--- config.mk ---
export PLATFORM = sky130hd
export DESIGN_NAME = m_mem_ctrl
export DESIGN_NICKNAME = d
export VERILOG_FILES = /design/src/rtl/m_mem_ctrl.sv
export SDC_FILE = /design/constraint.sdc
export NUM_CORES = 1
export LEC_CHECK = 0
export ABC_CLOCK_PERIOD_IN_PS = 2700
export CAP_MARGIN = 20
export CORE_UTILIZATION = 44
export CTS_BUF_LIST = sky130_fd_sc_hd__clkbuf_8
export CTS_CLUSTER_DIAMETER = 120
export CTS_CLUSTER_SIZE = 28
export DETAILED_ROUTE_END_ITERATION = 10
export PLACE_DENSITY = 0.81
export SLEW_MARGIN = 5
export SYNTH_ARGS = -nofsm -noshare
export SYNTH_HDL_FRONTEND = slang
export SYNTH_SLANG_ARGS = --single-unit
--- constraint.sdc ---
create_clock -name clk -period 2.7 [get_ports clk]
set_clock_uncertainty 0.05 [all_clocks]
set_input_delay 0.54 -clock clk [delete_from_list [all_inputs] [get_ports clk]]
set_output_delay 0.54 -clock clk [all_outputs]
set_load 0.05 [all_outputs]
--- src/rtl/m_mem_ctrl.sv ---
// m_mem_ctrl: M-stage data-memory request/ack controller with store lane steering and load extension.
// Define M_ALIGN_CHECK_EN to enable alignment-fault detection (m_exc); otherwise m_exc is tied low.
module m_mem_ctrl #(
  parameter int WAIT_MAX = 255
) (
  input  logic        clk,
  input  logic        reset,
  input  logic        m_valid,
  input  logic [3:0]  m_op,
  input  logic [31:0] m_addr,
  input  logic [31:0] m_wdata,
  output logic        m_stall,
  output logic        m_done,
  output logic [31:0] m_rdata,
  output logic        m_exc,
  output logic        m_err,
  output logic        mem_req,
  output logic        mem_we,
  output logic [31:0] mem_addr,
  output logic [3:0]  mem_byteen,
  output logic [31:0] mem_wdata,
  input  logic        mem_ack,
  input  logic [31:0] mem_rdata
);
  // state | meaning
  // IDLE  | waiting for a valid memory op in M
  // REQ   | mem_req high, waiting for mem_ack or the wait limit
  // DONE  | one-cycle completion pulse, pipeline released
  typedef enum logic [1:0] {S_IDLE = 2'd0, S_REQ = 2'd1, S_DONE = 2'd2} state_t;

  localparam int CW_RAW = $clog2(WAIT_MAX + 1);
  localparam int CW = (CW_RAW > 8) ? CW_RAW : 8;
  localparam logic [CW-1:0] CNT_MAX = CW'(WAIT_MAX);

  localparam logic [3:0] OP_LW  = 4'd1;
  localparam logic [3:0] OP_LH  = 4'd2;
  localparam logic [3:0] OP_LHU = 4'd3;
  localparam logic [3:0] OP_LB  = 4'd4;
  localparam logic [3:0] OP_LBU = 4'd5;
  localparam logic [3:0] OP_SW  = 4'd6;
  localparam logic [3:0] OP_SH  = 4'd7;
  localparam logic [3:0] OP_SB  = 4'd8;

  state_t        state_q, state_d;
  logic [CW-1:0] cnt_q, cnt_d;
  logic [3:0]    op_q, op_d;
  logic [1:0]    lane_q, lane_d;
  logic          mem_req_q, mem_req_d;
  logic          mem_we_q, mem_we_d;
  logic [31:0]   mem_addr_q, mem_addr_d;
  logic [3:0]    mem_byteen_q, mem_byteen_d;
  logic [31:0]   mem_wdata_q, mem_wdata_d;
  logic          m_done_q, m_done_d;
  logic [31:0]   m_rdata_q, m_rdata_d;
  logic          m_err_q, m_err_d;

  logic          is_load, is_store, is_mem, align_fault;
  logic [3:0]    be_new;
  logic [31:0]   wd_new;
  logic [7:0]    ld_byte;
  logic [15:0]   ld_half;
  logic [31:0]   ld_val;

  assign is_load  = (m_op >= OP_LW) && (m_op <= OP_LBU);
  assign is_store = (m_op >= OP_SW) && (m_op <= OP_SB);
  assign is_mem   = is_load | is_store;

`ifdef M_ALIGN_CHECK_EN
  logic m_exc_q, m_exc_d;
  assign align_fault = (((m_op == OP_LW) || (m_op == OP_SW)) && (m_addr[1:0] != 2'b00)) ||
                       (((m_op == OP_LH) || (m_op == OP_LHU) || (m_op == OP_SH)) && m_addr[0]);
  assign m_exc = m_exc_q;
`else
  assign align_fault = 1'b0;
  assign m_exc = 1'b0;
`endif

  always_comb begin
    be_new = 4'b1111;
    wd_new = m_wdata;
    case (m_op)
      OP_SH: begin
        be_new = 4'b0011 << {m_addr[1], 1'b0};
        wd_new = m_wdata << {m_addr[1], 4'b0000};
      end
      OP_SB: begin
        be_new = 4'b0001 << m_addr[1:0];
        wd_new = m_wdata << {m_addr[1:0], 3'b000};
      end
      default: ;
    endcase
  end

  // Lane of the captured request selects which byte/halfword of the returned word is used.
  assign ld_byte = mem_rdata[{lane_q, 3'b000} +: 8];
  assign ld_half = mem_rdata[{lane_q[1], 4'b0000} +: 16];

  always_comb begin
    case (op_q)
      OP_LW:   ld_val = mem_rdata;
      OP_LH:   ld_val = {{16{ld_half[15]}}, ld_half};
      OP_LHU:  ld_val = {16'b0, ld_half};
      OP_LB:   ld_val = {{24{ld_byte[7]}}, ld_byte};
      OP_LBU:  ld_val = {24'b0, ld_byte};
      default: ld_val = 32'b0;
    endcase
  end

  always_comb begin
    state_d      = state_q;
    cnt_d        = cnt_q;
    op_d         = op_q;
    lane_d       = lane_q;
    mem_req_d    = 1'b0;
    mem_we_d     = mem_we_q;
    mem_addr_d   = mem_addr_q;
    mem_byteen_d = mem_byteen_q;
    mem_wdata_d  = mem_wdata_q;
    m_done_d     = 1'b0;
    m_rdata_d    = 32'b0;
    m_err_d      = 1'b0;
`ifdef M_ALIGN_CHECK_EN
    m_exc_d      = 1'b0;
`endif
    case (state_q)
      S_IDLE: begin
        if (m_valid && is_mem) begin
          if (align_fault) begin
            state_d  = S_DONE;
            m_done_d = 1'b1;
`ifdef M_ALIGN_CHECK_EN
            m_exc_d  = 1'b1;
`endif
          end else begin
            state_d      = S_REQ;
            cnt_d        = '0;
            op_d         = m_op;
            lane_d       = m_addr[1:0];
            mem_req_d    = 1'b1;
            mem_we_d     = is_store;
            mem_addr_d   = {m_addr[31:2], 2'b00};
            mem_byteen_d = be_new;
            mem_wdata_d  = wd_new;
          end
        end
      end
      S_REQ: begin
        // Ack is checked first so it wins over a timeout in the same cycle.
        if (mem_ack) begin
          state_d   = S_DONE;
          m_done_d  = 1'b1;
          m_rdata_d = ld_val;
        end else if (cnt_q == CNT_MAX) begin
          state_d  = S_DONE;
          m_done_d = 1'b1;
          m_err_d  = 1'b1;
        end else begin
          mem_req_d = 1'b1;
          if (cnt_q != '1) cnt_d = cnt_q + CW'(1);
        end
      end
      S_DONE:  state_d = S_IDLE;
      default: state_d = S_IDLE;
    endcase
  end

  always_ff @(posedge clk) begin
    if (reset) begin
      state_q      <= S_IDLE;
      cnt_q        <= '0;
      op_q         <= 4'b0;
      lane_q       <= 2'b0;
      mem_req_q    <= 1'b0;
      mem_we_q     <= 1'b0;
      mem_addr_q   <= 32'b0;
      mem_byteen_q <= 4'b0;
      mem_wdata_q  <= 32'b0;
      m_done_q     <= 1'b0;
      m_rdata_q    <= 32'b0;
      m_err_q      <= 1'b0;
`ifdef M_ALIGN_CHECK_EN
      m_exc_q      <= 1'b0;
`endif
    end else begin
      state_q      <= state_d;
      cnt_q        <= cnt_d;
      op_q         <= op_d;
      lane_q       <= lane_d;
      mem_req_q    <= mem_req_d;
      mem_we_q     <= mem_we_d;
      mem_addr_q   <= mem_addr_d;
      mem_byteen_q <= mem_byteen_d;
      mem_wdata_q  <= mem_wdata_d;
      m_done_q     <= m_done_d;
      m_rdata_q    <= m_rdata_d;
      m_err_q      <= m_err_d;
`ifdef M_ALIGN_CHECK_EN
      m_exc_q      <= m_exc_d;
`endif
    end
  end

  assign m_stall    = ~reset & (((state_q == S_IDLE) & m_valid & is_mem) | (state_q == S_REQ));
  assign m_done     = m_done_q;
  assign m_rdata    = m_rdata_q;
  assign m_err      = m_err_q;
  assign mem_req    = mem_req_q;
  assign mem_we     = mem_we_q;
  assign mem_addr   = mem_addr_q;
  assign mem_byteen = mem_byteen_q;
  assign mem_wdata  = mem_wdata_q;
endmodule

Word level (Yosys, flattened, before mapping). Index checks and enable logic that the tools add are counted.

Memory bits (writable): 0. Bits in registers: 118. Memories: 0. Logic and storage cells: 75. Latch bits: 0. ROM bits: 0. Output and inout port bits: 106.

Order comparisons: 4. Div/mod/pow operators: 0. Mux-type cells: 18. Eq/ne operators: 15. Multiply operators: 0. Bitwise gates (word level): 8. Reduce and logical (&&, ||, !) cells: 11. Add/sub/neg operators: 1. Shift-type cells: 6.

Operators by type and width (count): 32-bit one-hot mux with 5 select lines (1); 32-bit one-hot mux with 2 select lines (1); 32-bit by 5-bit left shift with 32-bit output (2); 8-bit two-way mux (4); 32-bit by 6-bit indexed part select with 16-bit output (1); 32-bit by 6-bit indexed part select with 8-bit output (1); 8-bit one-hot mux with 2 select lines (1); 4-bit by 3-bit == test with 1-bit output (second input constant) (3); 8-bit by 1-bit adder with 8-bit output (second input constant) (1); 4-bit by 2-bit == test with 1-bit output (second input constant) (2); 8-bit == test (second input constant) (1); 2-bit inequality test (second input constant) (4); 8-bit inequality test (second input constant) (1); 4-bit one-hot mux with 2 select lines (1); 2-bit two-way mux (3); 3-bit OR reduction (2); 1-bit two-way mux (5); 5-bit AND reduction (1); 4-bit by 1-bit == test with 1-bit output (second input constant) (1); 4-bit == test (second input constant) (1); 4-bit by 1-bit >= comparator with 1-bit output (second input constant) (1); 4-bit by 3-bit >= comparator with 1-bit output (second input constant) (1); 4-bit by 3-bit <= comparator with 1-bit output (second input constant) (1); 4-bit <= comparator (second input constant) (1); 14 further kinds (22).

Depth between registers and ports, before layout.
Depth after elaboration: 6. Mapped depth: 8.

Worst setup path after synthesis. No wires, ideal clock.

Path type: input to output. Start: input port m_op[3]. End: output port m_stall. Stages: 5. Required time: 2.110 ns. Arrival time: 1.795 ns. Path slack: 0.315 ns. Buffers on the path: 2. Cells stage by stage: buf_6 or4_1 buf_2 nand3_2 nand2_1.

Word-level cells in the longest chain between the ends: 6. Elaborated cells between the ends (all ways): 10.

Ends and longest elaborated chain: start, declared (RTL line 9) `input logic [3:0] m_op,`; 4-bit by 1-bit >= comparator with 1-bit output, or another cell as far along (RTL line 64) `assign is_load = (m_op >= OP_LW) && (m_op <= OP_LBU);`; 1-bit logical AND, on equally long branches (RTL line 64, 65); 1-bit OR * (RTL line 66) `assign is_mem = is_load | is_store;`; 1-bit AND * (RTL line 203) `assign m_stall = ~reset & (((state_q == S_IDLE) & m_valid & is_mem) | (state_q == S_REQ));`; 1-bit OR * (RTL line 203); 1-bit AND * (RTL line 203); end, declared (RTL line 12) `output logic m_stall,`.

Mark *: on every way between the ends. The rest lies on a longest branch, timed or not.

Final worst setup path. Ends and elaborated chain as after synthesis.

==> metrics.log <==
INFO  metric status = finished clean
INFO  metric setup_slack_of_the_most_critical_reg_to_reg_path = roughly 0.45 ns
INFO  metric grt_pass1_vias = slightly below 5000
INFO  metric clock_latency = 0.44 ns
INFO  metric instances_no_fill = 886
INFO  metric post_route_cells_drive_above_1_share = roughly an eighth
INFO  metric cts_buffers = 17
INFO  metric critical_path.startpoint_type = input port
INFO  metric final_total_negative_setup_slack = 0 ns
INFO  metric power.clock.fraction = a little under two fifths
INFO  metric n_fill_cell = 841
INFO  metric register_to_register_path_depth = 4
INFO  metric gpl.final_weighted_congestion = between 0.8 and 0.9
INFO  metric core_area = 11000 um2
INFO  metric setup_viol = 0
INFO  metric fin_hold_ws = between 0.4 and 0.5 ns
INFO  metric period_minus_slack = between 2 and 3 ns
INFO  metric synth.area.top_cells = sky130_fd_sc_hd__dfxtp_1 47%, sky130_fd_sc_hd__a22o_1 6.9%, sky130_fd_sc_hd__a21oi_1 4.3%
INFO  metric crit_path_end = m_stall
INFO  metric required = 2.11 ns
INFO  metric drt-wirelength-per-cell = around 19 um
INFO  metric layout_worst_path_cycle_share = 95.1%
INFO  metric antenna_left = 0
INFO  metric netlist.area_leader.share = a little under half
INFO  metric power_switching = around 0.0013 W
INFO  metric post_detailed_route_drc_marker_count = 0
INFO  metric ys_dominant_reg_cell = sky130_fd_sc_hd__dfxtp_1
INFO  metric drt-pass1-iter-count = 7
INFO  metric worst_pin_slew = 0.651 ns
INFO  metric ys.warnings.count = 0
INFO  metric report.final.hold_viol_count = 0
INFO  metric timing_worst_setup_path_type = in2out
INFO  metric ios = 210
INFO  metric clock_tree.root_cell = sky130_fd_sc_hd__clkbuf_8
INFO  metric number_of_flip_flops_and_latches_in_the_synthesized_netlist = roughly 120
INFO  metric drv_cap = 0
INFO  metric die_area = roughly 12000 um2
INFO  metric fmaxAchievable = 389 MHz
INFO  metric fin_nets = 837
INFO  metric ctsLongestPathBuffers = 2
INFO  metric post_synth_num_cell_types = 57
INFO  metric async_set_or_reset_register_ratio_after_synthesis = 0%
INFO  metric power.switching_fraction = between 20% and 30%
INFO  metric h-tree-depth = 4
INFO  metric io_buffer_count = between 200 and 250
INFO  metric vias = 5107
INFO  metric floorplan.die.height = about 110 um
INFO  metric vdd_ir_drop_max = 410 uV
INFO  metric worst_r2r_endpoint = m_rdata[16]
INFO  metric clkSlewWorstSetupHoldPaths = 0.06 ns
INFO  metric clock_sinks = 118
INFO  metric std_cell_rows = 38
INFO  metric setup_ws = 0.132 ns
INFO  metric mappedNetlistArea = a little over 5000 um2
INFO  metric grt_start_max_net_pins = 48
INFO  metric pwr-share-seq = roughly two fifths
INFO  metric cell_internal_pwr = approximately 0.0032 W
INFO  metric cts-hold-fix-buffers = 0
INFO  metric timing.hold.worst.class = reg2reg
INFO  metric viasPerCell = slightly below 6
INFO  metric dp_hpwl = about 12000 um
INFO  metric floorplan.initialDensity = 45.8%
INFO  metric r2r_start = lane_q[1]
INFO  metric wire_length_of_the_first_global_routing_pass = 25300 um
INFO  metric die_x = about 110 um
INFO  metric synth-seq-area-share = a little under half
INFO  metric max_slew_margin = 56.5%
INFO  metric tritoncts_clock_tree = yes
INFO  metric start_point_of_the_critical_path = m_op[3]
INFO  metric overflow = 0
INFO  metric power.leakage = around 2.8 nW
INFO  metric postSynthAreaPerCell = 9.58 um2
INFO  metric end_kind = output port
INFO  metric wire_length_after_detailed_routing = ~17000 um
INFO  metric antenna_found_initial = 0
INFO  metric slew_viol_final = 0
INFO  metric synth_top_area_cell = sky130_fd_sc_hd__dfxtp_1
INFO  metric cp_data_arrival_time = between 1.5 and 2 ns
INFO  metric cts.repair.resized = 0
INFO  metric drt_iter0_drc = approximately 410
INFO  metric p_per_area = just under 600 nW/um2
INFO  metric critPathMaxFanout = 3
INFO  metric syn_inst = ~530
INFO  metric place.detailed.instances = approximately 850
INFO  metric cts_setup_buffers = 0
INFO  metric place_ws = between 0.02 and 0.03 ns
INFO  metric comb_power_share = between 20 and 25%
INFO  metric syn2layout_area_growth = 52.5%
INFO  metric seqCellArea = 2360 um2
INFO  metric synth_edf_count = 0
INFO  metric track_usage = between 20% and 30%
INFO  metric multi_input_comb_area = between 2000 and 2500 um2
INFO  metric rsz_0062_raised_after_global_routing = false
cells by family after synthesis:
family / Yosys count / share of synthesized area, %
other: 1 / 0.0743
adders and majority gates: 1 / 0.248
buffers and inverters: 53 / 5.65
DFF: 118 / 46.8
AOI/OAI and AO/OA: 173 / 25.5
muxes: 25 / 5.58
and+or+nand+nor: 156 / 16.2
flip-flops by register name, indices dropped and copies added (netlist names):
signal and cells:
mem_byteen 4, op_q 4, m_err 1, state_q 2
mem_wdata 32, m_done 1, cnt_q 8, m_rdata 32
mem_we 1, lane_q 2, mem_addr 30, mem_req 1
routing by layer:
metal	vias up	track usage [%]	part of all wire [%]
met5	-	0	0
met4	0	13.9	2.9
met3	48	6.58	6.6
met2	254	46.5	51
met1	2413	34.1	40
li1	2392	-	-
power by group through the flow:
| stage | Clock (W) | Sequential [W] | Combinational, W |
|---|---|---|---|
| after floorplan | 0 | 0.00212 | 0.000286 |
| after global placement | 0 | 0.00190 | 0.000884 |
| after detailed placement | 0 | 0.00190 | 0.000899 |
| after CTS | 0.00171 | 0.00187 | 0.000904 |
| after global routing | 0.00179 | 0.00187 | 0.000951 |
| final | 0.00170 | 0.00187 | 0.000909 |
stage by stage:
stage	instance area, um2	utilization [%]	total power (W)
after CTS	7690	69.7	0.00448
final	7690	69.8	0.00447
after global routing	7690	69.7	0.00462
after global placement	7270	65.9	0.00278
after floorplan	5050	-	0.00241
after detailed placement	7270	65.9	0.00280
synthesized netlist by cell type, types with 7 or more instances:
master,number
sky130_fd_sc_hd__dfxtp_1,118
sky130_fd_sc_hd__nand2_1,48
sky130_fd_sc_hd__a21oi_1,43
sky130_fd_sc_hd__a22o_1,40
sky130_fd_sc_hd__nor3_1,27
sky130_fd_sc_hd__nor2_1,25
sky130_fd_sc_hd__clkbuf_1,22
sky130_fd_sc_hd__buf_2,15
sky130_fd_sc_hd__mux2_2,15
sky130_fd_sc_hd__and3_1,13
sky130_fd_sc_hd__a22oi_1,11
sky130_fd_sc_hd__o21ai_0,10
sky130_fd_sc_hd__a211oi_1,9
sky130_fd_sc_hd__a21boi_0,9
sky130_fd_sc_hd__mux2i_1,9
sky130_fd_sc_hd__nand4_1,9
sky130_fd_sc_hd__nand3_1,8
sky130_fd_sc_hd__o211ai_1,8
sky130_fd_sc_hd__a222oi_1,7
final cells by class:
class / instances / share of cell area, %
Timing Repair Buffer: 235 / 30.1
Clock buffer: 21 / 3.76
Sequential cell: 118 / 30.7
Inverter: 2 / 0.0976
Antenna cell: 1 / 0.0325
Clock inverter: 11 / 1.71
Multi-Input combinational cell: 358 / 31.3
Tap cell: 140 / 2.28
how the worst min path moves through the flow:
stage | slack (ns) | start | end | depth (start not counted)
6_report | 0.42 | mem_wdata[28] | mem_wdata[28] | 2
5_1_grt | 0.43 | mem_wdata[28] | mem_wdata[28] | 2
4_1_cts | 0.41 | mem_wdata[28] | mem_wdata[28] | 2
3_5_place_dp | 0.39 | mem_wdata[28] | mem_wdata[28] | 2
3_3_place_gp | 0.39 | mem_wdata[24] | mem_wdata[24] | 2
2_1_floorplan | 0.39 | cnt_q[5] | cnt_q[5] | 1
critical path, cell delays in order:
cell and delay, ns:
sky130_fd_sc_hd__clkdlybuf4s50_1 0.43, sky130_fd_sc_hd__or4_1 0.61, sky130_fd_sc_hd__nand3_2 0.14, sky130_fd_sc_hd__nand2_1 0.10
sky130_fd_sc_hd__buf_12 0.16
cells in the final DEF (no fill, tap or decap), types with 7 or more instances in the layout:
cell type / n
sky130_fd_sc_hd__nor3_1: 26
sky130_fd_sc_hd__o211ai_1: 8
sky130_fd_sc_hd__nor2_1: 25
sky130_fd_sc_hd__mux2_2: 15
sky130_fd_sc_hd__nand2_1: 48
sky130_fd_sc_hd__clkdlybuf4s50_1: 205
sky130_fd_sc_hd__nand3_1: 8
sky130_fd_sc_hd__dfxtp_1: 118
sky130_fd_sc_hd__o21ai_0: 10
sky130_fd_sc_hd__mux2i_1: 9
sky130_fd_sc_hd__buf_4: 27
sky130_fd_sc_hd__a222oi_1: 7
sky130_fd_sc_hd__a211oi_1: 9
sky130_fd_sc_hd__and3_1: 13
sky130_fd_sc_hd__a22oi_1: 11
sky130_fd_sc_hd__a21oi_1: 43
sky130_fd_sc_hd__a22o_1: 40
sky130_fd_sc_hd__clkbuf_8: 21
sky130_fd_sc_hd__nand4_1: 9
sky130_fd_sc_hd__a21boi_0: 9
Power figures use the tool's default switching activity.
